[src/rtl/vexriscv_dbus_responder.sv]
`default_nettype none
// ============================================================================
// Module      : vexriscv_dbus_responder
// Description : VexRiscv simple dBus target with a small word memory and a
//               fixed load latency.
// Revision    : 1.0
// ============================================================================
module vexriscv_dbus_responder #(
  parameter int MEM_WORDS = 16,
  parameter int LATENCY   = 2
) (
  input  logic        clock,
  input  logic        resetn,
  input  logic        dBus_cmd_valid,
  output logic        dBus_cmd_ready,
  input  logic        dBus_cmd_payload_wr,
  input  logic [31:0] dBus_cmd_payload_address,
  input  logic [31:0] dBus_cmd_payload_data,
  input  logic [1:0]  dBus_cmd_payload_size,
  output logic        dBus_rsp_ready,
  output logic [31:0] dBus_rsp_data,
  output logic        dBus_rsp_error
);

  localparam int         c_AW       = $clog2(MEM_WORDS);
  localparam logic [3:0] c_CNT_LOAD = (LATENCY > 0) ? 4'(LATENCY - 1) : 4'd0;

  typedef enum logic [1:0] {
    S_IDLE = 2'd0,
    S_WAIT = 2'd1,
    S_RESP = 2'd2
  } state_t;

  state_t            r_state;
  state_t            w_state_nxt;
  logic [3:0]        r_cnt;
  logic [31:0]       r_mem [MEM_WORDS];
  logic [31:0]       r_rsp_data;
  logic              r_rsp_err;

  logic [c_AW-1:0]   w_idx;
  logic              w_oor;
  logic              w_err;
  logic              w_accept;
  logic              w_load;
  logic              w_store;
  logic [31:0]       w_mask;
  logic [31:0]       w_wdata;

  assign w_idx    = dBus_cmd_payload_address[c_AW+1:2];
  assign w_oor    = |dBus_cmd_payload_address[31:c_AW+2];
  assign w_err    = w_oor
                  || (dBus_cmd_payload_size == 2'd3)
                  || (dBus_cmd_payload_size == 2'd1 && dBus_cmd_payload_address[0])
                  || (dBus_cmd_payload_size == 2'd2 && dBus_cmd_payload_address[1:0] != 2'd0);

  assign dBus_cmd_ready = (r_state == S_IDLE) && resetn;
  assign w_accept       = dBus_cmd_valid && dBus_cmd_ready;
  assign w_load         = w_accept && !dBus_cmd_payload_wr;
  assign w_store        = w_accept && dBus_cmd_payload_wr && !w_err;

  // Store data is replicated across lanes so the byte mask alone selects it.
  always_comb begin
    w_mask  = 32'h0;
    w_wdata = dBus_cmd_payload_data;
    case (dBus_cmd_payload_size)
      2'd0: begin
        w_mask  = 32'h0000_00FF << {dBus_cmd_payload_address[1:0], 3'b000};
        w_wdata = {4{dBus_cmd_payload_data[7:0]}};
      end
      2'd1: begin
        w_mask  = dBus_cmd_payload_address[1] ? 32'hFFFF_0000 : 32'h0000_FFFF;
        w_wdata = {2{dBus_cmd_payload_data[15:0]}};
      end
      2'd2:    w_mask = 32'hFFFF_FFFF;
      default: w_mask = 32'h0;
    endcase
  end

  always_ff @(posedge clock or negedge resetn) begin
    if (!resetn) r_state <= S_IDLE;
    else         r_state <= w_state_nxt;
  end

  always_comb begin
    w_state_nxt = r_state;
    case (r_state)
      S_IDLE:  if (w_load) w_state_nxt = (LATENCY > 0) ? S_WAIT : S_RESP;
      S_WAIT:  if (r_cnt == 4'd0) w_state_nxt = S_RESP;
      S_RESP:  w_state_nxt = S_IDLE;
      default: w_state_nxt = S_IDLE;
    endcase
  end

  always_ff @(posedge clock or negedge resetn) begin
    if (!resetn) begin
      r_cnt <= 4'd0;
    end else if (w_load) begin
      r_cnt <= c_CNT_LOAD;
    end else if (r_state == S_WAIT && r_cnt != 4'd0) begin
      r_cnt <= r_cnt - 4'd1;
    end
  end

  // Response is captured at acceptance so later stores cannot alter it.
  always_ff @(posedge clock or negedge resetn) begin
    if (!resetn) begin
      r_rsp_data <= 32'h0;
      r_rsp_err  <= 1'b0;
    end else if (w_load) begin
      r_rsp_err  <= w_err;
      r_rsp_data <= w_err ? 32'h0 : r_mem[w_idx];
    end
  end

  always_ff @(posedge clock or negedge resetn) begin
    if (!resetn) begin
      for (int i = 0; i < MEM_WORDS; i++) r_mem[i] <= 32'h0;
    end else if (w_store) begin
      r_mem[w_idx] <= (r_mem[w_idx] & ~w_mask) | (w_wdata & w_mask);
    end
  end

  assign dBus_rsp_ready = (r_state == S_RESP);
  assign dBus_rsp_data  = dBus_rsp_ready ? r_rsp_data : 32'h0;
  assign dBus_rsp_error = dBus_rsp_ready && r_rsp_err;

endmodule
`default_nettype wire
[config.mk]
export PLATFORM = sky130hd
export DESIGN_NAME = vexriscv_dbus_responder
export DESIGN_NICKNAME = d
export VERILOG_FILES = /design/src/rtl/vexriscv_dbus_responder.sv
export SDC_FILE = /design/constraint.sdc
export NUM_CORES = 1
export LEC_CHECK = 0
export ABC_AREA = 1
export CAP_MARGIN = 10
export CORE_AREA = 4 4 232 234
export CTS_CLUSTER_SIZE = 12
export DETAILED_ROUTE_END_ITERATION = 10
export DIE_AREA = 0 0 236 238
export DONT_BUFFER_PORTS = 1
export HOLD_SLACK_MARGIN = 0.06
export PLACE_DENSITY = 0.78
export RECOVER_POWER = 50
export REMOVE_ABC_BUFFERS = 1
export SLEW_MARGIN = 20
export SYNTH_ARGS = -nofsm -noshare
export SYNTH_HDL_FRONTEND = slang
export SYNTH_SLANG_ARGS = --single-unit
[constraint.sdc]
create_clock -name clock -period 2.78 [get_ports clock]
set_clock_uncertainty 0.05 [all_clocks]
set_input_delay 0.556 -clock clock [delete_from_list [all_inputs] [get_ports clock]]
set_output_delay 0.556 -clock clock [all_outputs]
set_load 0.01 [all_outputs]
==> results.sh, run 1 <==
export IMPL_grt_usage_pct=33.7
export IMPL_grt_ovfl_total=0
export IMPL_start_util_pct=54.4
export IMPL_ff2ff_setup_slack_ns=0.23
export IMPL_slew_viol_final=154
export IMPL_dp_hpwl_um=54400
export IMPL_finalSetupViolCount=316
export IMPL_synthCells=4043
export IMPL_synth_simple_area_share_pct=44.2
export IMPL_drc_errors=0
export IMPL_drive_gt1_share_pct=6.80
export IMPL_cts_root_buf="clkbuf_16"
export IMPL_cp_common_cell="nand2_1"
export IMPL_max_cap_violations=0
export IMPL_critPathMaxStageDelay_ns=0.81
export IMPL_cp_arrival_ns=3.59
export IMPL_cp_end_kind="register"
export IMPL_grt_pass1_wl_um=149000
export IMPL_total_power_mw=16.9
export IMPL_crit_buf_inv=2
export IMPL_numPortBuffers=0
export IMPL_postCtsSetupBuffers=0
export IMPL_wl_per_cell_um=20.6
export IMPL_nFillCells=4718
export IMPL_leakagePower_nw=17.9
export IMPL_crit_type="in2reg"
export IMPL_crit_fanout=552
export IMPL_drt_pre_antenna_iters=6
export IMPL_rr_endpoint="r_rsp_data[18]"
export IMPL_critical_path_slowest_cell="inv_2"
export IMPL_via_per_inst=5.84
export IMPL_crit_cells=9
export IMPL_netlist_area_mm2=0.0283
export IMPL_synthDistinctLibCells=29
export IMPL_yosysSeqAreaShare_pct=48.7
export IMPL_status="finished with violations"
export IMPL_reg2regPathDepth=5
export IMPL_syn_avg_cell_area_um2=7.00
export IMPL_min_period_ns=3.09
export IMPL_hold_worst_slack_ns=-0.424
export IMPL_clk_pin_slew_worst_paths_ns=0.06
export IMPL_fin_nets=4046
export IMPL_vdd_ir_drop_max_v=0.000490
export IMPL_muxShareOfSynthArea_pct=0
export IMPL_synth_seq_cells=551
export IMPL_drt_iter0_drc=3978
export IMPL_regArea_mm2=0.0138
export IMPL_stdcell_area_mm2=0.0309
export IMPL_cts_buffers=58
export IMPL_vias=27500
export IMPL_fin_tns_setup_ns=-45.32
export IMPL_pwr_density_cell_mw_per_mm2=546
export IMPL_drt_total_wl_um=96800
export IMPL_synth_fa_ha_area_share_pct=0.0442
export IMPL_syn2layout_area_growth_pct=9.30
export IMPL_io_pins=105
export IMPL_placed_area_mm2=0.0291
export IMPL_fin_crit_sh_pct=111
export IMPL_multi_input_area_mm2=0.0129
export IMPL_slew_headroom_pct=-5.10
export IMPL_synth_warnings=0
export IMPL_cp_data_required_time_ns=3.28
export IMPL_htreeDepth=2
export IMPL_gp_congestion=0.897
export IMPL_synth_xor_area_share_pct=0
export IMPL_antenna_found_initial=5
export IMPL_final_hold_viol_count=551
export IMPL_synth_top_family_by_area="simple AND/OR/NAND/NOR gates"
export IMPL_cp_top_family="simple AND/OR/NAND/NOR gates"
export IMPL_rsz0062_at_grt="false"
export IMPL_die_h_um=238
export IMPL_fp_dieW_um=236
export IMPL_clock_sinks=551
export IMPL_worstHoldPathType="in2async"
export IMPL_setup_slack_ns=-0.312
export IMPL_std_cell_rows=84
export IMPL_critical_path_startpoint_type="input pin"
export IMPL_clock_path_buffers=3
export IMPL_cts_tree="yes"
export IMPL_die_area_mm2=0.0562
export IMPL_cp_cell_sequence="nor3b_1 -> nand2_1 -> nor2_1 -> nand3_4 -> buf_12 -> nor2_8 -> inv_2 -> nand2_1 -> nand2_1"
export IMPL_max_freq_mhz=323
export IMPL_timing_rr_start="r_state[0]"
export IMPL_clock_latency_ns=0.65
export IMPL_synth_compound_area_share_pct=1.08
export IMPL_core_area_mm2=0.0520
export IMPL_grt_pass1_vias=25600
export IMPL_tightest_slew_ns=1.58
export IMPL_drtAntennaViolNets=0
export IMPL_grt_max_degree=553
export IMPL_violations="hold timing, slew limit, setup timing"
## flip-flops by register name, indices dropped and copies added, names as in the netlist
register and cells:
r_state 2, r_mem 512, r_rsp_data 32, r_cnt 4
r_rsp_err 1
## cells by family after synthesis
kind of cell	count (synthesis)
adder cells (fa/ha/maj)	1
AND/OR/NAND/NOR	3075
flip-flops	551
AO/OA/AOI/OAI	47
buffers and inverters	369
## placed cells by master (no fill, tap or decap), drive strengths merged, types with 6 or more instances in the layout
cell type / count
clkbuf: 92
nand2: 2362
nand3: 568
dfrtp: 551
inv: 99
clkinv: 6
buf: 141
nor2: 129
nand4: 9
o21ai: 6
o22ai: 33
## power by group
group	total, mW	leakage (nW)	internal, mW	switching, mW
Combinational	1.14	9.35	0.274	0.863
Clock	7.65	0.895	4.36	3.29
Sequential	8.11	7.69	8.09	0.0277
## timing repair
item	CTS	global route
setup endpoints to repair	1	9
hold endpoints to repair	551	551
gates resized for setup	1	1
## through the flow
stage / util (%) / worst slack, ns / cells / hold slack (ns)
floorplan: - / -0.802 / 3772 / 0.210
global placement: 56.0 / 0.111 / 4603 / 0.230
detailed placement: 56.0 / 0.123 / 4603 / 0.227
CTS: 59.5 / 0.0255 / 4703 / -0.457
global route: 59.5 / 0.0921 / 4707 / -0.440
finish: 59.5 / -0.312 / 4707 / -0.424
## worst max-delay path by stage
stage                                            from           endpoint  slack, ns
after floorplan           dBus_cmd_payload_address[3]         r_mem[184]      -0.80
after global placement                         resetn         r_mem[340]       0.11
after detailed placement                       resetn         r_mem[346]       0.12
after CTS                                  r_state[1]  dBus_rsp_data[23]       0.03
after global routing                       r_state[0]  dBus_rsp_data[23]       0.09
final                                          resetn         r_mem[348]      -0.31
## cells in the mapped netlist, drive strengths merged
| library cell | number | area share [%] |
|---|---|---|
| nor3b | 1 | 0.044 |
| inv | 98 | 1.3 |
| buf | 177 | 3.4 |
| ha | 1 | 0.044 |
| dfrtp | 551 | 49 |
| or2 | 4 | 0.088 |
| and2 | 1 | 0.022 |
| a21oi | 2 | 0.035 |
| nand3 | 568 | 10 |
| nand3b | 1 | 0.027 |
| nand4 | 9 | 0.20 |
| clkbuf | 94 | 1.2 |
| o21ai | 6 | 0.16 |
| nand2 | 2362 | 31 |
| nor2 | 129 | 2.4 |
| o211ai | 5 | 0.13 |
| o22ai | 33 | 0.73 |
| o21a | 1 | 0.027 |
## layout make-up
type	instances	share of cell area [%]
timing repair buffer	143	3.89
multi-input combinational	3123	41.6
antenna	4	0.0324
tap	688	2.78
clock buffer	90	5.50
clock inverter	10	0.417
sequential	551	44.6
inverter	98	1.21
## routing by layer
layer / up-vias / wire length (µm) / global-route usage (%)
li1: 12400 / - / -
met2: 1879 / 42300 / 50.9
met3: 377 / 12400 / 8.45
met4: 4 / 5480 / 17.0
met1: 12800 / 36500 / 45.6
met5: - / 62 / 0.421
Power figures use the tool's default switching activity.
==> run 2, diff against run 1 <==
==> constraint.sdc (replaced) <==
create_clock -name clock -period 3.15 [get_ports clock]
set_clock_uncertainty 0.05 [all_clocks]
set_input_delay 0.63 -clock clock [delete_from_list [all_inputs] [get_ports clock]]
set_output_delay 0.63 -clock clock [all_outputs]
set_load 0.01 [all_outputs]
==> run 2 against run 1 <==
Against the previous run:
- the run still ends with hold timing, slew limit, setup timing left
- clock power is 9.3% lower
- sequential power fell by 12%
- critical endpoint is now r_mem[504]
- hold slack better by 0.091 ns
- core utilization down 0.33 points
- final area down 0.56%
==> results.sh, run 2 (synthesized netlist as in run 1, its figures left out) <==
export IMPL_slew_viol_final=166
export IMPL_drt_pre_antenna_iters=6
export IMPL_crit_fanout=552
export IMPL_grt_max_degree=553
export IMPL_worstHoldPathType="in2async"
export IMPL_cts_buffers=58
export IMPL_fp_dieW_um=236
export IMPL_timing_rr_start="r_state[0]"
export IMPL_syn2layout_area_growth_pct=8.69
export IMPL_fin_nets=4013
export IMPL_clock_path_buffers=3
export IMPL_via_per_inst=5.86
export IMPL_met3WireLength_um=12400
export IMPL_fin_cells=4674
export IMPL_slew_headroom_pct=-19.8
export IMPL_wl_per_cell_um=20.8
export IMPL_drc_errors=0
export IMPL_vias=27400
export IMPL_max_cap_violations=0
export IMPL_drive_gt1_share_pct=6.06
export IMPL_fin_tns_setup_ns=-16.86
export IMPL_grt_pass1_vias=25700
export IMPL_grt_pass1_wl_um=149000
export IMPL_crit_type="in2reg"
export IMPL_most_common_layout_cells="2362 x nand2_1, 567 x nand3_1, 551 x dfrtp_1"
export IMPL_wl_met1_um=36700
export IMPL_reg_largest_list="r_mem: 512 flops, r_rsp_data: 32 flops, r_cnt: 4 flops"
export IMPL_highest_layer="met5"
export IMPL_std_cell_rows=84
export IMPL_pwr_density_cell_mw_per_mm2=490
export IMPL_io_pins=105
export IMPL_rsz0062_at_grt="false"
export IMPL_ctsResizeCount=0
export IMPL_grt_ovfl_total=0
export IMPL_fin_crit_sh_pct=108
export IMPL_leakagePower_nw=17.8
export IMPL_place_ws_ns=0.158
export IMPL_numPortBuffers=0
export IMPL_rr_endpoint="r_mem[504]"
export IMPL_grt_usage_pct=33.7
export IMPL_status="finished with violations"
export IMPL_final_hold_viol_count=386
export IMPL_finalSetupViolCount=138
export IMPL_drt_total_wl_um=97200
export IMPL_stdcell_area_mm2=0.0308
export IMPL_placed_area_mm2=0.0289
export IMPL_hold_worst_slack_ns=-0.333
export IMPL_die_h_um=238
export IMPL_antenna_found_initial=10
export IMPL_ff2ff_setup_slack_ns=0.35
export IMPL_placedCellCount=4570
export IMPL_critical_path_startpoint_type="input pin"
export IMPL_dp_hpwl_um=53700
export IMPL_regMostFlops="r_mem"
export IMPL_largest_reg_flops=512
export IMPL_vdd_ir_drop_max_v=0.000522
export IMPL_clock_latency_ns=0.64
export IMPL_cts_root_buf="clkbuf_16"
export IMPL_die_area_mm2=0.0562
export IMPL_tightest_slew_ns=1.80
export IMPL_cp_data_required_time_ns=3.65
export IMPL_met2_length_um=42100
export IMPL_max_freq_mhz=293
export IMPL_cts_tree="yes"
export IMPL_core_area_mm2=0.0520
export IMPL_final_common_cell="nand2_1"
export IMPL_setup_slack_ns=-0.265
export IMPL_drtAntennaViolNets=0
export IMPL_reg2regPathDepth=9
export IMPL_cp_arrival_ns=3.92
export IMPL_start_util_pct=54.4
export IMPL_min_period_ns=3.42
export IMPL_drt_iter0_drc=3926
export IMPL_clk_pin_slew_worst_paths_ns=0.06
export IMPL_gp_congestion=0.882
export IMPL_cp_end_kind="register"
export IMPL_violations="hold timing, slew limit, setup timing"
export IMPL_htreeDepth=2
export IMPL_clock_sinks=551
[run 2: changes by cell type in the layout (fill, tap and decap cells not counted), sizes merged]
| cell | delta |
|---|---|
| clkbuf | -6 |
| clkinv | +2 |
| buf | -31 |
| bufinv | +2 |
| diode | +2 |
| inv | -1 |
| clkinvlp | -1 |
[run 2: cell type report]
type | count | area (µm²)
flip-flops and latches | 551 | 13800
repair buffers | 110 | 976
well taps | 688 | 861
inverters | 98 | 375
clock inverters | 12 | 183
clock buffers | 86 | 1700
diodes | 6 | 15.0
multi-input cells | 3123 | 12900
fillers | 4765 | 21300
[run 2: how the worst max path moves through the flow]
| stage | start | to | slack, ns | cells after the start |
|---|---|---|---|---|
| 6_report | resetn | r_mem[504] | -0.27 | 9 |
| 3_3_place_gp | resetn | r_mem[441] | 0.25 | 9 |
| 3_5_place_dp | resetn | r_mem[292] | 0.16 | 9 |
| 5_1_grt | r_state[0] | dBus_rsp_data[22] | 0.11 | 3 |
| 2_1_floorplan | dBus_cmd_payload_address[3] | r_mem[184] | -0.51 | 9 |
| 4_1_cts | r_state[0] | dBus_rsp_data[22] | 0.13 | 3 |
[run 2: repair_timing]
item	4_1_cts	5_1_grt
setup buffers	0	0
setup endpoints to repair	0	0
hold endpoints to repair	551	551
[run 2: power by group]
group,switching [mW],internal [mW]
logic,0.756,0.220
clock network,2.92,4.02
registers,0.0217,7.14
[run 2: critical path, stage by stage]
cell and delay (ns):
nor3b_1 0.56, nand2_1 0.13, nor2_1 0.10, nand3_4 0.27, buf_4 0.32, nor2_8 0.04, inv_2 0.81, nand2_1 0.17
nand2_1 0.13
[run 2: stage by stage]
stage | util, % | power (mW)
2_1_floorplan | - | 7.79
3_3_place_gp | 55.5 | 8.23
3_5_place_dp | 55.5 | 8.23
4_1_cts | 59.1 | 15.1
5_1_grt | 59.1 | 15.5
6_report | 59.1 | 15.1
[run 2: routing by layer]
| layer | GRT usage (%) | up-vias |
|---|---|---|
| li1 | - | 12400 |
| met1 | 45.2 | 12800 |
| met2 | 51.3 | 1779 |
| met3 | 8.65 | 406 |
| met4 | 16.8 | 6 |
| met5 | 0 | - |
